==> src/rtl/ram_access_ctrl_pkg.sv <==
// ram_access_pkg: access-size encodings, controller states, legal column
// write masks and the load-formatting helper shared by ram_access_ctrl.
package ram_access_pkg;

   typedef enum logic [1:0] {
      SIZE_B = 2'b00,
      SIZE_H = 2'b01,
      SIZE_W = 2'b10,
      SIZE_X = 2'b11
   } size_e;

   typedef enum logic [1:0] {
      ST_IDLE,
      ST_WR,
      ST_RD1,
      ST_RD2
   } state_e;

   // The only column-enable patterns the block RAM honours.
   localparam logic [3:0] MASK_B0 = 4'b0001;
   localparam logic [3:0] MASK_B1 = 4'b0010;
   localparam logic [3:0] MASK_B2 = 4'b0100;
   localparam logic [3:0] MASK_B3 = 4'b1000;
   localparam logic [3:0] MASK_H0 = 4'b0011;
   localparam logic [3:0] MASK_H1 = 4'b1100;
   localparam logic [3:0] MASK_W  = 4'b1111;

   // Byte mask of an access starting at offset 0.
   function automatic logic [3:0] size_mask(input logic [1:0] size);
      case (size)
         SIZE_B:  size_mask = 4'b0001;
         SIZE_H:  size_mask = 4'b0011;
         SIZE_W:  size_mask = 4'b1111;
         default: size_mask = 4'b0000;
      endcase
   endfunction

   // Number of bytes touched by an access.
   function automatic logic [2:0] size_bytes(input logic [1:0] size);
      case (size)
         SIZE_B:  size_bytes = 3'd1;
         SIZE_H:  size_bytes = 3'd2;
         SIZE_W:  size_bytes = 3'd4;
         default: size_bytes = 3'd0;
      endcase
   endfunction

   // Align the word pair {w+1, w} to the byte offset, trim to size, extend.
   function automatic logic [31:0] format_load(input logic [63:0] pair,
                                               input logic [1:0]  off,
                                               input logic [1:0]  size,
                                               input logic        sgn);
      logic [31:0] sh;
      sh = 32'(pair >> {off, 3'b000});
      case (size)
         SIZE_B:  format_load = sgn ? {{24{sh[7]}}, sh[7:0]}  : {24'h0, sh[7:0]};
         SIZE_H:  format_load = sgn ? {{16{sh[15]}}, sh[15:0]} : {16'h0, sh[15:0]};
         default: format_load = sh;
      endcase
   endfunction

endpackage

==> src/rtl/ram_access_ctrl_if.sv <==
// CPU-side request/response bundle of ram_access_ctrl.
interface ram_access_ctrl_if #(parameter int ADDR_WIDTH = 12);

   logic                  req_valid;
   logic                  req_ready;
   logic                  req_write;
   logic [ADDR_WIDTH+1:0] req_addr;
   logic [1:0]            req_size;
   logic                  req_signed;
   logic [31:0]           req_wdata;
   logic                  rsp_valid;
   logic [31:0]           rsp_rdata;
   logic                  rsp_err;

   modport master (
      output req_valid, req_write, req_addr, req_size, req_signed, req_wdata,
      input  req_ready, rsp_valid, rsp_rdata, rsp_err
   );

   modport slave (
      input  req_valid, req_write, req_addr, req_size, req_signed, req_wdata,
      output req_ready, rsp_valid, rsp_rdata, rsp_err
   );

endinterface

==> src/rtl/ram_store_chunker.sv <==
// ram_store_chunker: picks the largest legal write chunk that starts at the
// lowest pending byte of one word and reports what is left afterwards.
module ram_store_chunker
   import ram_access_pkg::*;
(
   input  logic [3:0] pend,
   output logic [3:0] chunk,
   output logic [3:0] rest
);

   // Greedy chunk selection: full word, else aligned half, else single byte.
   always_comb begin
      // NOTE: every output gets a default first so no path can infer a latch.
      chunk = 4'b0000;
      if (pend == MASK_W)     chunk = MASK_W;
      else if (pend[0])       chunk = pend[1] ? MASK_H0 : MASK_B0;
      else if (pend[1])       chunk = MASK_B1;
      else if (pend[2])       chunk = pend[3] ? MASK_H1 : MASK_B2;
      else if (pend[3])       chunk = MASK_B3;
      rest = pend & ~chunk;
   end

endmodule

==> src/rtl/ram_access_ctrl.sv <==
// ram_access_ctrl: turns byte/half/word CPU accesses (any alignment) into
// legal block-RAM port cycles and formats load data.
module ram_access_ctrl
   import ram_access_pkg::*;
#(
   parameter int ADDR_WIDTH = 12,
   parameter int COL_WIDTH  = 8
) (
   input  logic                     clk,
   input  logic                     rst_n,
   ram_access_ctrl_if.slave         bus,
   output logic                     ram_en,
   output logic [3:0]               ram_we,
   output logic [ADDR_WIDTH-1:0]    ram_addr,
   output logic [4*COL_WIDTH-1:0]   ram_din,
   input  logic [4*COL_WIDTH-1:0]   ram_dout
);

   state_e                state, state_next;
   logic [ADDR_WIDTH-1:0] r_word, word_p1;
   logic [1:0]            r_off, r_size;
   logic                  r_signed, r_two;
   logic [7:0]            r_pend, pend_next;
   logic [63:0]           r_data;
   logic [31:0]           r_lo;

   logic                  accept, use_hi, store_done;
   logic [ADDR_WIDTH-1:0] in_word;
   logic [7:0]            in_mask8;
   logic [63:0]           in_data64;
   logic                  in_two;
   logic [3:0]            cur_pend, chunk, rest;

   assign bus.req_ready = (state == ST_IDLE);
   assign accept        = bus.req_valid && (state == ST_IDLE);
   assign word_p1       = r_word + ADDR_WIDTH'(1);

   // Request decode: byte mask and lane-shifted data over the pair {w+1, w}.
   assign in_word   = bus.req_addr[ADDR_WIDTH+1:2];
   assign in_mask8  = {4'b0000, size_mask(bus.req_size)} << bus.req_addr[1:0];
   assign in_data64 = {32'h0, bus.req_wdata} << {bus.req_addr[1:0], 3'b000};
   assign in_two    = ({1'b0, bus.req_addr[1:0]} + size_bytes(bus.req_size)) > 3'd4;

   // Select which word of the pair the current store beat targets.
   always_comb begin
      use_hi   = 1'b0;
      cur_pend = 4'b0000;
      if (state == ST_WR) begin
         use_hi   = (r_pend[3:0] == 4'b0000);
         cur_pend = use_hi ? r_pend[7:4] : r_pend[3:0];
      end else if (accept && bus.req_write) begin
         cur_pend = in_mask8[3:0];
      end
   end

   ram_store_chunker u_chunker (
      .pend  (cur_pend),
      .chunk (chunk),
      .rest  (rest)
   );

   // Next state and RAM port drive.
   always_comb begin
      state_next = state;
      ram_en     = 1'b0;
      ram_we     = 4'b0000;
      ram_addr   = r_word;
      ram_din    = '0;
      pend_next  = r_pend;
      store_done = 1'b0;
      case (state)
         ST_IDLE: begin
            if (accept && bus.req_size != SIZE_X) begin
               ram_en   = 1'b1;
               ram_addr = in_word;
               if (bus.req_write) begin
                  ram_we     = chunk;
                  ram_din    = in_data64[31:0];
                  pend_next  = {in_mask8[7:4], rest};
                  store_done = (pend_next == 8'h00);
                  state_next = store_done ? ST_IDLE : ST_WR;
               end else begin
                  state_next = ST_RD1;
               end
            end
         end
         ST_WR: begin
            ram_en     = 1'b1;
            ram_we     = chunk;
            ram_addr   = use_hi ? word_p1 : r_word;
            ram_din    = use_hi ? r_data[63:32] : r_data[31:0];
            pend_next  = use_hi ? {rest, 4'b0000} : {r_pend[7:4], rest};
            store_done = (pend_next == 8'h00);
            if (store_done) state_next = ST_IDLE;
         end
         ST_RD1: begin
            if (r_two) begin
               ram_en     = 1'b1;
               ram_addr   = word_p1;
               state_next = ST_RD2;
            end else begin
               state_next = ST_IDLE;
            end
         end
         ST_RD2:  state_next = ST_IDLE;
         default: state_next = ST_IDLE;
      endcase
   end

   // State register.
   always_ff @(posedge clk or negedge rst_n) begin
      if (!rst_n) state <= ST_IDLE;
      else        state <= state_next;
   end

   // Request capture, low-word capture and response registers.
   always_ff @(posedge clk or negedge rst_n) begin
      // NOTE: every register here is control or a small datapath field, so all
      // are reset; an abort mid-store then leaves no stale pending bytes.
      if (!rst_n) begin
         r_word        <= '0;
         r_off         <= 2'b00;
         r_size        <= 2'b00;
         r_signed      <= 1'b0;
         r_two         <= 1'b0;
         r_pend        <= 8'h00;
         r_data        <= 64'h0;
         r_lo          <= 32'h0;
         bus.rsp_valid <= 1'b0;
         bus.rsp_err   <= 1'b0;
         bus.rsp_rdata <= 32'h0;
      end else begin
         // NOTE: non-blocking assignments so every register samples pre-edge values.
         bus.rsp_valid <= 1'b0;
         bus.rsp_err   <= 1'b0;
         r_pend        <= pend_next;
         if (accept) begin
            r_word   <= in_word;
            r_off    <= bus.req_addr[1:0];
            r_size   <= bus.req_size;
            r_signed <= bus.req_signed;
            r_two    <= in_two;
            r_data   <= in_data64;
         end
         if (accept && bus.req_size == SIZE_X) begin
            bus.rsp_valid <= 1'b1;
            bus.rsp_err   <= 1'b1;
            bus.rsp_rdata <= 32'h0;
         end else if (store_done) begin
            bus.rsp_valid <= 1'b1;
            bus.rsp_rdata <= 32'h0;
         end else if (state == ST_RD1 && r_two) begin
            r_lo <= ram_dout;
         end else if (state == ST_RD1 || state == ST_RD2) begin
            bus.rsp_valid <= 1'b1;
            bus.rsp_rdata <= format_load((state == ST_RD2) ? {ram_dout, r_lo} : {32'h0, ram_dout},
                                         r_off, r_size, r_signed);
         end
      end
   end

endmodule

==> src/flat_wrapper.sv <==
// flat-port wrapper written by rule: the top's interface ports become plain ports
module ram_access_ctrl_flat import ram_access_pkg::*;
#(
   parameter int ADDR_WIDTH = 12,
   parameter int COL_WIDTH  = 8
)
  (clk, rst_n, ram_en, ram_we, ram_addr, ram_din, ram_dout, bus_req_valid, bus_req_write, bus_req_addr, bus_req_size, bus_req_signed, bus_req_wdata, bus_req_ready, bus_rsp_valid, bus_rsp_rdata, bus_rsp_err);
  ram_access_ctrl_if #(.ADDR_WIDTH(ADDR_WIDTH)) bus_i ();
  input  logic clk;
  input  logic rst_n;
  output logic ram_en;
  output logic [3:0] ram_we;
  output logic [ADDR_WIDTH-1:0] ram_addr;
  output logic [4*COL_WIDTH-1:0] ram_din;
  input  logic [4*COL_WIDTH-1:0] ram_dout;
  input wire logic [$bits(bus_i.req_valid)-1:0] bus_req_valid;
  input wire logic [$bits(bus_i.req_write)-1:0] bus_req_write;
  input wire logic [$bits(bus_i.req_addr)-1:0] bus_req_addr;
  input wire logic [$bits(bus_i.req_size)-1:0] bus_req_size;
  input wire logic [$bits(bus_i.req_signed)-1:0] bus_req_signed;
  input wire logic [$bits(bus_i.req_wdata)-1:0] bus_req_wdata;
  output wire logic [$bits(bus_i.req_ready)-1:0] bus_req_ready;
  output wire logic [$bits(bus_i.rsp_valid)-1:0] bus_rsp_valid;
  output wire logic [$bits(bus_i.rsp_rdata)-1:0] bus_rsp_rdata;
  output wire logic [$bits(bus_i.rsp_err)-1:0] bus_rsp_err;
  assign bus_i.req_valid = bus_req_valid;
  assign bus_i.req_write = bus_req_write;
  assign bus_i.req_addr = bus_req_addr;
  assign bus_i.req_size = bus_req_size;
  assign bus_i.req_signed = bus_req_signed;
  assign bus_i.req_wdata = bus_req_wdata;
  assign bus_req_ready = bus_i.req_ready;
  assign bus_rsp_valid = bus_i.rsp_valid;
  assign bus_rsp_rdata = bus_i.rsp_rdata;
  assign bus_rsp_err = bus_i.rsp_err;
  ram_access_ctrl #(.ADDR_WIDTH(ADDR_WIDTH), .COL_WIDTH(COL_WIDTH)) u_core (.clk(clk), .rst_n(rst_n), .bus(bus_i), .ram_en(ram_en), .ram_we(ram_we), .ram_addr(ram_addr), .ram_din(ram_din), .ram_dout(ram_dout));
endmodule
==> config.mk <==
export PLATFORM = sky130hd
export DESIGN_NAME = ram_access_ctrl_flat
export DESIGN_NICKNAME = d
export VERILOG_FILES = /design/src/rtl/ram_access_ctrl_pkg.sv /design/src/rtl/ram_access_ctrl_if.sv /design/src/rtl/ram_store_chunker.sv /design/src/rtl/ram_access_ctrl.sv /design/src/flat_wrapper.sv
export SDC_FILE = /design/constraint.sdc
export NUM_CORES = 1
export LEC_CHECK = 0
export CAP_MARGIN = 10
export CORE_ASPECT_RATIO = 1.25
export CORE_UTILIZATION = 53
export CTS_BUF_LIST = sky130_fd_sc_hd__clkbuf_16
export CTS_CLUSTER_SIZE = 12
export DETAILED_ROUTE_END_ITERATION = 16
export GPL_TIMING_DRIVEN = 1
export PLACE_DENSITY = 0.8
export SLEW_MARGIN = 20
export SYNTH_ARGS = -nofsm -noshare
export SYNTH_HDL_FRONTEND = slang
export SYNTH_SLANG_ARGS = --single-unit
==> constraint.sdc <==
create_clock -name clk -period 2.3 [get_ports clk]
set_input_delay 0.23 -clock clk [delete_from_list [all_inputs] [get_ports clk]]
set_output_delay 0.23 -clock clk [all_outputs]
set_load 0.05 [all_outputs]
After elaboration in Yosys (flattened, before gate mapping). Index checks and enable logic that the tools add are counted.

Shift-type cells: 3. Reduce and logical (&&, ||, !) cells: 18. Add/subtract/negate cells: 2. Muxes and demuxes: 53. Bitwise gates (word level): 4. Eq/ne operators: 13. Order comparisons: 1.

Operators by type and width (count): 2-to-1 mux 32 bit (9); one-hot mux 32 bit (2 select lines) (2); 2-to-1 mux 64 bit (1); << shifter 32 x 5 -> 64 bit (1); right shift 64 x 5 -> 32 bit (1); 2-to-1 mux 4 bit (11); 2-to-1 mux 12 bit (3); one-hot mux 12 bit (3 select lines) (1); 2-to-1 mux 8 bit (3); zero test 8 bit (2); one-hot mux 8 bit (2 select lines) (1); adder 12 x 1 -> 12 bit (second input constant) (1); one-hot mux 4 bit (3 select lines) (1); 2-to-1 mux 1 bit (11); 2-to-1 mux 2 bit (5); one-hot mux 3 bit (3 select lines) (1); == test 2 bit (second input constant) (4); one-hot mux 2 bit (4 select lines) (1); one-hot mux 4 bit (2 select lines) (1); << shifter 4 x 2 -> 8 bit (1); == test 2 x 1 -> 1 bit (second input constant) (3); zero test 2 bit (3); != test 2 bit (second input constant) (3); AND reduction 3 bit (2); 16 further kinds (22).

Word-level logic and storage cells: 106. Output and inout bits: 84. Register bits: 158. Bits of input ports: 85.

Logic depth before layout (Yosys ltp).
Depth after elaboration: 18. Depth in mapped cells: 10. Gate-level depth less buffers: 8.

Cells and area by module. Synthesis repeated with hierarchy kept, for this count alone.

Cell total of the unflattened synthesis: 1062. Area total of the unflattened synthesis: 9235.1 um^2.

By module, submodules not included: ram_access_ctrl (area an instance 9162.5 um^2, seq. area each 3753.6 um^2, cells each 1050, times used 1); ram_store_chunker (area an instance 72.6 um^2, seq. area each 0.0 um^2, cells each 12, times used 1).

Worst setup path before layout. No wires, ideal clock.

Path kind: register to output. From: register u_core.r_pend[1]. To: output port ram_addr[3]. Arrival: 3.197 ns. Stages on the path, launching flop included: 6. Slack: -1.127 ns. Path buffers: 1. Data required time: 2.070 ns. Path through: dfrtp_1 > nor4_2 > and2_1 > clkbuf_1 > nor2_1 > o311ai_0.

Longest elaborated chain between the ends: 4.

RTL lines: from (decl) (RTL line ram_access_ctrl.sv:23) `logic [7:0] r_pend, pend_next;`; from (signal assigned) (RTL line ram_access_ctrl.sv:136) `r_pend <= pend_next;`; zero test 4 bit (RTL line ram_access_ctrl.sv:49) `use_hi = (r_pend[3:0] == 4'b0000);`; 2-to-1 mux 1 bit (RTL line ram_access_ctrl.sv:48) `if (state == ST_WR) begin`; 2-to-1 mux 12 bit (RTL line ram_access_ctrl.sv:90) `ram_addr = use_hi ? word_p1 : r_word;`; one-hot mux 12 bit (3 select lines) (RTL line ram_access_ctrl.sv:71) `case (state)`; to (decl) (RTL line flat_wrapper.sv:13) `output logic [ADDR_WIDTH-1:0] ram_addr;`.

No other way between the ends.

Final worst setup path.
From: register u_core.state[0]. To: output port ram_addr[11].

Longest elaborated chain between the ends: 5.

RTL lines: from (decl) (RTL line ram_access_ctrl.sv:19) `state_e state, state_next;`; from (signal assigned) (RTL line ram_access_ctrl.sv:113) `else state <= state_next;`; zero test 2 bit (RTL line ram_access_ctrl.sv:35, ram_access_ctrl.sv:71); logical AND 1 bit (RTL line ram_access_ctrl.sv:35) `assign accept = bus.req_valid && (state == ST_IDLE);`; logical AND 1 bit (RTL line ram_access_ctrl.sv:73) `if (accept && bus.req_size != SIZE_X) begin`; 2-to-1 mux 12 bit (RTL line ram_access_ctrl.sv:73); one-hot mux 12 bit (3 select lines) * (RTL line ram_access_ctrl.sv:71).

Every way passes the cells marked *; elsewhere a longest branch is shown, timed or not.

==> impl_metrics.xml <==
<?xml version="1.0" encoding="UTF-8"?>
<metrics>
  <group name="sta">
    <metric name="slew_headroom" unit="%">47.1</metric>
    <metric name="period_share" unit="%">117</metric>
    <metric name="fin_worst_skew" unit="ns">0.0104</metric>
    <metric name="final_period_minus_worst_setup_slack" unit="ns">2.70</metric>
    <metric name="final.setup.worst_slack" unit="ns">-0.397</metric>
    <metric name="grt_setup_unrepaired" unit="">yes</metric>
    <metric name="fmax" unit="MHz">371</metric>
    <metric name="slew_violations" unit="">0</metric>
    <metric name="report.final.setup_viol" unit="">75</metric>
    <metric name="totalNegativeSetupSlack" unit="ns">-13.72</metric>
    <metric name="fin_worst_hold_slack" unit="ns">0.237</metric>
    <metric name="hold_viol_final" unit="">0</metric>
    <metric name="worst_pin_slew" unit="ns">0.771</metric>
  </group>
  <group name="cts">
    <metric name="total_clock_buffers_created_by_cts" unit="">17</metric>
    <metric name="clk_pin_slew_worst_paths" unit="ns">0.06</metric>
    <metric name="root_buffer" unit="">clkbuf_16</metric>
    <metric name="cts_htree_levels" unit="">4</metric>
    <metric name="cts_tree" unit="">built</metric>
    <metric name="insertion_delay" unit="ns">0.44</metric>
    <metric name="cts-root-to-sink-buffers" unit="">2</metric>
    <metric name="cts_sinks" unit="">150</metric>
  </group>
  <group name="final_layout">
    <metric name="design.final.nets" unit="">1411</metric>
    <metric name="postLayoutCellArea" unit="um^2">13900</metric>
    <metric name="diodes" unit="">0</metric>
    <metric name="filler_cell_count" unit="">854</metric>
    <metric name="area.growth.synth_to_final" unit="%">55.2</metric>
    <metric name="drive_gt1_share" unit="%">30.9</metric>
    <metric name="final_cells" unit="">1548</metric>
  </group>
  <group name="logic_synthesis">
    <metric name="netlist_instances" unit="">1055</metric>
    <metric name="synth.top_cells.by_count" unit="">303 x nand2_1, 150 x dfrtp_1, 107 x o21ai_0</metric>
    <metric name="async_reset_ff_share" unit="%">100</metric>
    <metric name="yosys.area.top_type" unit="">dfrtp_1</metric>
    <metric name="synth-main-ff-cell" unit="">dfrtp_1</metric>
    <metric name="synth_cell_types" unit="">58</metric>
    <metric name="yosysMostFrequentCell" unit="">nand2_1</metric>
    <metric name="mappedNetlistArea" unit="um^2">8980</metric>
    <metric name="synthesis.yosys.warnings" unit="">0</metric>
    <metric name="syn_area_per_cell" unit="um^2">8.52</metric>
    <metric name="edff_count_synth" unit="">0</metric>
    <metric name="syn_nets" unit="">1147</metric>
    <metric name="synth_sequential_area_ratio" unit="%">41.8</metric>
    <metric name="synthesized_flop_and_latch_total" unit="">150</metric>
    <metric name="synth_area_leaders" unit="">dfrtp_1 42%, nand2_1 13%, mux2i_1 7.6%</metric>
    <metric name="post-synth-top-area-fraction" unit="%">41.8</metric>
  </group>
  <group name="min_path">
    <metric name="hold_path.class" unit="">primary input to flip-flop</metric>
    <metric name="hold_path_cell_cnt" unit="">4</metric>
  </group>
  <group name="routing">
    <metric name="route.vias.total" unit="">9993</metric>
    <metric name="wl_per_cell" unit="um">22.8</metric>
    <metric name="postRouteAntennaNets" unit="">0</metric>
    <metric name="number_of_detailed_route_iterations_in_the_first_pass" unit="">5</metric>
    <metric name="drt_first_iter_violations" unit="">1031</metric>
    <metric name="drcViolationCount" unit="">0</metric>
    <metric name="routed_via_density" unit="">6.46</metric>
    <metric name="wl" unit="mm">35.2</metric>
  </group>
  <group name="place">
    <metric name="gp_routability_congestion" unit="">0.948</metric>
    <metric name="post_dp_cell_area" unit="um^2">11900</metric>
    <metric name="numPlacedInstances" unit="">1466</metric>
    <metric name="buffer_ports.inserted" unit="">168</metric>
    <metric name="detailedPlacementHpwl" unit="mm">20.8</metric>
  </group>
  <group name="worst_setup_path">
    <metric name="worst_setup_path_class" unit="">flip-flop to output port</metric>
    <metric name="worst_r2r_path_depth" unit="">9</metric>
    <metric name="timing.critical_path.from_type" unit="">flip-flop</metric>
    <metric name="sort_of_element_at_the_end_of_the_critical_path" unit="">output port</metric>
    <metric name="cp.arrival" unit="ns">2.47</metric>
    <metric name="path_max_fanout" unit="">8</metric>
    <metric name="cp.required" unit="ns">2.07</metric>
  </group>
  <group name="floorplan">
    <metric name="core" unit="um^2">16400</metric>
    <metric name="die_h" unit="um">148</metric>
    <metric name="placementRows" unit="">52</metric>
    <metric name="io-pin-count" unit="">169</metric>
    <metric name="die_w" unit="um">118</metric>
    <metric name="design.die.area" unit="um^2">17500</metric>
    <metric name="floorplan.initialDensity" unit="%">54.8</metric>
  </group>
  <group name="run_status">
    <metric name="failed_checks" unit="">negative setup slack</metric>
    <metric name="outcome" unit="">finished with violations</metric>
  </group>
  <group name="global_routing">
    <metric name="grt_antenna_before_repair" unit="">0</metric>
    <metric name="grt_remaining_overflow" unit="">0</metric>
    <metric name="grt_pass1_vias" unit="">9562</metric>
    <metric name="grt_max_degree" unit="">57</metric>
    <metric name="first_pass_grt_wire_length" unit="mm">50.3</metric>
    <metric name="groute.usage.overall" unit="%">37.3</metric>
  </group>
  <group name="power">
    <metric name="p_leak" unit="nW">6.30</metric>
    <metric name="power.density_cell_area" unit="nW/um^2">1320</metric>
    <metric name="peakVddDrop" unit="V">0.000716</metric>
  </group>
  <group name="job">
    <metric name="max_cap_viol_count" unit="">0</metric>
  </group>
</metrics>
-- cells in the final DEF (no fill, tap or decap), types with 6 or more instances in the layout --
| cell | synthesis | layout |
|---|---|---|
| a211oi_1 | 14 | 14 |
| a21oi_1 | 39 | 35 |
| a221o_1 | 7 | 7 |
| a222oi_1 | 8 | 8 |
| a22oi_2 | 0 | 17 |
| and3_1 | 13 | 10 |
| buf_12 | 0 | 54 |
| buf_4 | 4 | 112 |
| buf_6 | 6 | 35 |
| clkbuf_16 | 0 | 18 |
| clkdlybuf4s50_1 | 0 | 114 |
| dfrtp_1 | 150 | 145 |
| inv_1 | 17 | 16 |
| mux2_2 | 8 | 8 |
| mux2i_1 | 68 | 64 |
| mux4_2 | 9 | 9 |
| nand2_1 | 303 | 287 |
| nand2_2 | 1 | 9 |
| nand2_4 | 0 | 6 |
| nand3_1 | 59 | 57 |
| nor2_1 | 34 | 30 |
| nor3_2 | 9 | 8 |
| o21ai_0 | 107 | 68 |
| o21ai_1 | 1 | 11 |
| o21ai_2 | 1 | 23 |
| o21ai_4 | 0 | 7 |
| o22ai_2 | 16 | 24 |
| o31ai_1 | 10 | 10 |
-- final cells by class --
class / count / area, um^2 / area share, %
Sequential cell: 150 / 3760 / 27.0
Clock buffer: 17 / 425 / 3.05
Multi-Input combinational cell: 806 / 5590 / 40.1
Clock inverter: 15 / 186 / 1.34
Inverter: 18 / 67.6 / 0.485
Tap cell: 216 / 270 / 1.94
Timing Repair Buffer: 326 / 3640 / 26.1
-- metrics by stage --
step	total power [mW]	worst slack, ns	util (%)
after floorplan	9.91	-0.276	-
after global placement	13.0	-0.583	72.7
after detailed placement	13.2	-0.668	72.7
after CTS	17.0	-0.352	81.2
after global routing	19.1	-0.386	85.0
final	18.4	-0.397	85.0
-- final timing paths --
check                                               from                                   end  slack, ns
min                                      bus_req_addr[0]           u_core.r_off[0]$_DFFE_PN0N_       0.24
min in group asynchronous                          rst_n           u_core.r_lo[28]$_DFFE_PN0P_       0.29
max in group asynchronous                          rst_n         u_core.r_data[32]$_DFFE_PN0N_       1.32
max                          u_core.state[0]$_DFFE_PN0P_                          ram_addr[11]      -0.40
min reg2reg                u_core.r_data[52]$_DFFE_PN0N_         u_core.r_data[52]$_DFFE_PN0N_       0.47
max reg2reg                  u_core.state[0]$_DFFE_PN0P_  u_core.bus.rsp_rdata[22]$_DFFE_PN0P_      -0.24
-- worst max-delay path, stage by stage, from the launching register on --
cell and delay, ns:
dfrtp_2 0.50, buf_8 0.17, nand2b_4 0.16, and2_4 0.17
nor3_4 0.20, buf_6 0.16, o21ai_1 0.08, a221o_1 0.40
buf_12 0.18
-- routing by layer --
metal  global-route usage [%]  vias up  routed length (um)
met5                        0        -                   0
met4                     28.5        0                3070
met3                     6.98      209                2580
met2                     63.2      684               17600
met1                     41.9     4841               12000
li1                         -     4259                   -
-- what timing repair did --
| item | CTS | global route |
|---|---|---|
| hold buffers | 1 | 0 |
| pin swaps | 40 | 52 |
| buffers inserted | 26 | 26 |
| gates cloned | 5 | 0 |
| gates resized for setup | 144 | 88 |
| endpoints found under the setup margin | 80 | 75 |
| hold endpoints to repair | 45 | 0 |
-- state kept, by name, indices dropped and copies added, names as in the netlist --
signal                count
u_core.bus.rsp_valid      1
u_core.bus.rsp_rdata     32
u_core.r_signed           1
u_core.r_size             2
u_core.r_two              1
u_core.r_word            12
u_core.state              2
u_core.bus.rsp_err        1
u_core.r_off              2
u_core.r_data            56
u_core.r_lo              32
u_core.r_pend             8
-- power by group --
group | total [mW] | internal, mW | switching, mW
sequential | 4.72 | 3.72 | 0.999
clock | 2.95 | 1.80 | 1.16
combinational | 10.8 | 4.39 | 6.39
total | 18.4 | 9.90 | 8.54
-- cell families after synthesis --
family          count (synthesis)  synth area share [%]
compound gates                255                  18.7
xor+xnor                        1                0.0975
fa+ha+maj                       7                  1.06
buf+inv                       100                  4.96
flops                         150                  41.8
mux                            86                  11.0
simple gates                  456                  22.4
Note: power is estimated with default switching activity, not from simulation.
